==> src/rtl/width_converter_8ton_pkg.sv <==
`default_nettype none
// ============================================================================
// Module  : width_converter_8ton_pkg
// Brief   : Shared I3C controller constants for the TTI RX byte-to-word path.
// Revision: 1.0 - initial release
// ============================================================================
package width_converter_8ton_pkg;

    localparam int c_tti_rx_data_width = 32;
    localparam int c_rx_word_bytes     = c_tti_rx_data_width / 8;
    localparam int c_rx_bcnt_width     = $clog2(c_rx_word_bytes) + 1;

    typedef logic [c_rx_bcnt_width-1:0] rx_bcnt_t;

endpackage
`default_nettype wire

==> src/rtl/width_converter_8ton.sv <==
`default_nettype none
// ============================================================================
// Module  : width_converter_8ton
// Brief   : Packs RX bytes into Width-bit words for the TTI RX queue.
// Revision: 1.0 - initial release
// ============================================================================
module width_converter_8ton
    import width_converter_8ton_pkg::*;
#(
    parameter int Width = c_tti_rx_data_width
) (
    input  logic                           clk_i,
    input  logic                           rst_ni,
    input  logic                           sink_valid_i,
    output logic                           sink_ready_o,
    input  logic [7:0]                     sink_data_i,
    input  logic                           sink_flush_i,
    output logic                           source_valid_o,
    input  logic                           source_ready_i,
    output logic [Width-1:0]               source_data_o,
    output logic [$clog2(Width/8):0]       source_bcnt_o,
    output logic                           source_last_o,
    input  logic                           clear_i
);

    localparam int Bytes = Width / 8;
    localparam int CntW  = $clog2(Bytes) + 1;

    if ((Width % 8) != 0 || Width < 16) begin : g_width_check
        $error("width_converter_8ton: Width must be a multiple of 8 and >= 16");
    end

    logic [Width-1:0] acc_q, acc_d, oreg_q, oreg_d;
    logic [CntW-1:0]  acnt_q, acnt_d, obcnt_q, obcnt_d;
    logic             pend_q, pend_d, last_q, last_d;
    logic             ovalid_q, ovalid_d, olast_q, olast_d;
    logic             w_xfer, w_accept;

    assign w_xfer       = pend_q & (~ovalid_q | source_ready_i);
    assign sink_ready_o = ~clear_i & (~pend_q | w_xfer);
    assign w_accept     = sink_valid_i & sink_ready_o;

    always_comb begin
        acc_d    = acc_q;
        acnt_d   = acnt_q;
        pend_d   = pend_q;
        last_d   = last_q;
        oreg_d   = oreg_q;
        obcnt_d  = obcnt_q;
        olast_d  = olast_q;
        ovalid_d = ovalid_q;

        if (w_xfer) begin
            oreg_d   = acc_q;
            obcnt_d  = acnt_q;
            olast_d  = last_q;
            ovalid_d = 1'b1;
            acc_d    = '0;
            acnt_d   = '0;
            pend_d   = 1'b0;
            last_d   = 1'b0;
        end else if (ovalid_q & source_ready_i) begin
            ovalid_d = 1'b0;
        end

        // acnt_d already points at lane 0 when the word left this cycle
        if (w_accept) begin
            for (int i = 0; i < Bytes; i++) begin
                if (acnt_d == CntW'(i)) begin
                    acc_d[8*i +: 8] = sink_data_i;
                end
            end
            acnt_d = acnt_d + 1'b1;
        end

        // A word still waiting for the output register swallows any flush
        if (!pend_d) begin
            if (acnt_d == CntW'(Bytes)) begin
                pend_d = 1'b1;
                last_d = sink_flush_i;
            end else if (sink_flush_i && acnt_d != '0) begin
                pend_d = 1'b1;
                last_d = 1'b1;
            end
        end

        if (clear_i) begin
            acc_d    = '0;
            acnt_d   = '0;
            pend_d   = 1'b0;
            last_d   = 1'b0;
            oreg_d   = '0;
            obcnt_d  = '0;
            olast_d  = 1'b0;
            ovalid_d = 1'b0;
        end
    end

    always_ff @(posedge clk_i or negedge rst_ni) begin
        if (!rst_ni) begin
            acc_q    <= '0;
            acnt_q   <= '0;
            pend_q   <= 1'b0;
            last_q   <= 1'b0;
            oreg_q   <= '0;
            obcnt_q  <= '0;
            olast_q  <= 1'b0;
            ovalid_q <= 1'b0;
        end else begin
            acc_q    <= acc_d;
            acnt_q   <= acnt_d;
            pend_q   <= pend_d;
            last_q   <= last_d;
            oreg_q   <= oreg_d;
            obcnt_q  <= obcnt_d;
            olast_q  <= olast_d;
            ovalid_q <= ovalid_d;
        end
    end

    assign source_valid_o = ovalid_q;
    assign source_data_o  = oreg_q;
    assign source_bcnt_o  = obcnt_q;
    assign source_last_o  = olast_q;

endmodule
`default_nettype wire

==> config.mk <==
export PLATFORM = sky130hd
export DESIGN_NAME = width_converter_8ton
export DESIGN_NICKNAME = d
export VERILOG_FILES = /design/src/rtl/width_converter_8ton_pkg.sv /design/src/rtl/width_converter_8ton.sv
export SDC_FILE = /design/constraint.sdc
export NUM_CORES = 1
export LEC_CHECK = 0
export CAP_MARGIN = 30
export CORE_ASPECT_RATIO = 1.25
export CORE_UTILIZATION = 40
export CTS_BUF_LIST = sky130_fd_sc_hd__clkbuf_16
export DETAILED_ROUTE_END_ITERATION = 10
export PLACE_DENSITY = 0.65
export SLEW_MARGIN = 10
export SYNTH_ARGS = -nofsm -noshare
export SYNTH_HDL_FRONTEND = slang
export SYNTH_SLANG_ARGS = --single-unit
==> constraint.sdc <==
create_clock -name clk_i -period 2.1 [get_ports clk_i]
set_input_delay 0.315 -clock clk_i [delete_from_list [all_inputs] [get_ports clk_i]]
set_output_delay 0.315 -clock clk_i [all_outputs]
set_load 0.05 [all_outputs]
==> results_dict.tcl, run 1 <==
set metrics [dict create \
    status "complete, no violations" \
    worst_setup_path_start_kind "input pin" \
    coreArea_um2 7880 \
    cts_buffers 9 \
    diodes 0 \
    wl_met3_um 253 \
    wl_mm 7.79 \
    period_needed_ns 1.98 \
    final_area_um2 4300 \
    layout_setup_ws_ns 0.116 \
    postSynthNetCount 370 \
    post_drt_wl_per_cell_um 15.3 \
    ys_seq_area_frac 0.566 \
    dpl.hpwl_mm 5.07 \
    clk_path_buf_depth 2 \
    final.fill_count 707 \
    synth_ff_type "dfrtp_1" \
    die_area_um2 8550 \
    multi_input_area_um2 1320 \
    area_delta_synth_final_pct 31.3 \
    drt_iter0_markers 160 \
    max_freq_mhz 504 \
    ff2ff_path_depth 9 \
    slew_viol_final 0 \
    antenna_found_initial 0 \
    crit_required_ns 2.29 \
    rsz0062_at_grt "true" \
    final_cell_mix "nand2_1 (113), dfrtp_1 (73), clkdlybuf4s50_1 (48), a21oi_1 (47), nand3_1 (31)" \
    register_area_um2 1850 \
    crit_fanout 4 \
    drc 0 \
    viasPerCell 5.17 \
    end_kind "flop" \
    cts_tree "done" \
    ys_ff_latch 74 \
    cts-root-buf "clkbuf_16" \
    drive_gt1_frac 0.160 \
    total_leakage_power_nw 1.74 \
    grt-ovfl-total 0 \
    die_h_um 103 \
    synth.distinct_cells 31 \
    peakVddDrop_mv 0.572 \
    h-tree-depth 3 \
    vias 2624 \
    synth_edf_count 0 \
    grtUsageTotal 0.195 \
    die_x_um 82.9 \
    synth_area_um2 3270 \
    fin_skew_ns 0.00547 \
    final_common_cell "nand2_1" \
    reg2reg_slack_ns 0.19 \
    top_layer "met4" \
    tightest_slew_ns 0.507 \
    drt_first_pass_iters 4 \
    wl_met1_mm 3.48 \
    finalPower_mw 3.37 \
    place_ws_ns -0.254 \
    async_flop_share 1.00 \
    drv_cap 0 \
    cts.sinks 74 \
    clk-insertion-delay-late_ns 0.33 \
    hold_path.class "input pin to async pin" \
    slew_headroom 0.661 \
    grt_max_degree 43 \
    powerDensity_nw_per_um2 784 \
    wl_met2_mm 3.91 \
    nets 427 \
    setup_viol 0 \
    critical_path_class "input pin to flop" \
    netlist_instances 351 \
    period_share 0.945 \
    rows 36 \
    dp.cells 491 \
    cp_data_arrival_time_ns 2.17 \
    start_util 0.415 \
    r2r-start "source_valid_o" \
    whs_ns 0.444 \
    postCtsSetupBuffers 0 \
    grt_pass1_vias 2637 \
    hold_viol 0 \
    grt_pass1_wl_mm 13.0 \
    numPortBuffers 51 \
    placed_area_um2 3950 \
    synth_warnings 0 \
    rr_endpoint "last_q" \
    startpoint "source_ready_i" \
    io_pins 52 \
    path_clk_slew_ns 0.06 \
    instances_no_fill 508 \
    avgSynthCellArea_um2 9.32 \
    routabilityCongestion 0.833 \
    ant_nets 0 \
]
per-stage QoR:
step | util | setup TNS (ns)
6_report | 0.545 | 0
5_1_grt | 0.545 | -0.0335
4_1_cts | 0.543 | 0
3_5_place_dp | 0.501 | -2.52
3_3_place_gp | 0.501 | -1.55
2_1_floorplan | - | 0
synth_stat cells (2+ instances only):
cell type	n	area, um^2
a21oi_2	24	210
nor2_1	4	15.0
inv_1	3	11.3
and2_1	4	25.0
nand3_1	31	155
a21oi_1	47	235
o21ai_0	2	10.0
nor4_1	2	12.5
dfrtp_1	74	1850
nand2_1	114	428
nand3b_1	2	15.0
ha_1	5	62.6
buf_4	3	22.5
clkbuf_1	10	37.5
buf_2	4	20.0
buf_1	6	22.5
nand2b_1	2	12.5
layout make-up:
cell class,instances,share of cell area
inverters,3,0.00262
well taps,95,0.0277
clock buffers,9,0.0524
repair buffers,69,0.157
clock inverters,7,0.0216
multi-input cells,251,0.308
flip-flops and latches,74,0.431
report_power, final:
part / internal, mW / switching (mW)
Combinational: 0.0905 / 0.181
Clock: 1.04 / 0.598
Sequential: 1.45 / 0.0154
Total: 2.57 / 0.794
worst max-delay path by stage:
stage	cells past startpoint	endpoint
2_1_floorplan	9	last_q
3_3_place_gp	10	last_q
3_5_place_dp	10	last_q
4_1_cts	10	last_q
5_1_grt	10	last_q
6_report	10	last_q
flip-flops by register name (all words and copies together), names as in the netlist:
signal	flops
acc_q	32
acnt_q	3
last_q	1
pend_q	1
source_bcnt_o	3
source_data_o	32
source_last_o	1
source_valid_o	1
worst max-delay path: stages:
cell and delay (ns):
clkdlybuf4s50_1 0.47, nand2b_1 0.14, nand2_2 0.09, nand2_2 0.12, inv_1 0.07, ha_1 0.19, ha_1 0.33, a2bb2oi_2 0.18
nor4_1 0.19, nor4_1 0.08
routing by layer:
metal / global-route usage / up-vias
li1: - / 1288
met1: 0.244 / 1270
met2: 0.334 / 53
met3: 0.0472 / 13
met4: 0.0650 / 0
met5: 0 / -
logic make-up after synthesis:
logic type | count (synthesis) | share of synthesized area
and+or+nand+nor | 165 | 0.217
AOI/OAI and AO/OA | 79 | 0.158
DFF | 74 | 0.566
buffers and inverters | 26 | 0.0348
adders and majority gates | 5 | 0.0191
xor gates and xnor gates | 1 | 0.00268
muxes | 1 | 0.00306
what timing repair did:
| action | CTS | global route |
|---|---|---|
| setup endpoints to repair | 0 | 2 |
| hold buffers | 1 | 0 |
| resized for setup | 0 | 3 |
| hold endpoints to repair | 14 | 0 |
(Power assumes the default switching activity.)
==> inputs of run 2 (changes only) <==
--- a/config.mk
+++ b/config.mk
@@ -11,7 +11,6 @@
 export CTS_BUF_LIST = sky130_fd_sc_hd__clkbuf_16
 export DETAILED_ROUTE_END_ITERATION = 10
 export PLACE_DENSITY = 0.65
-export SLEW_MARGIN = 10
 export SYNTH_ARGS = -nofsm -noshare
 export SYNTH_HDL_FRONTEND = slang
 export SYNTH_SLANG_ARGS = --single-unit
==> results of run 2 <==
Same layout as run 1: the final DEF is identical, and so are final timing and power.
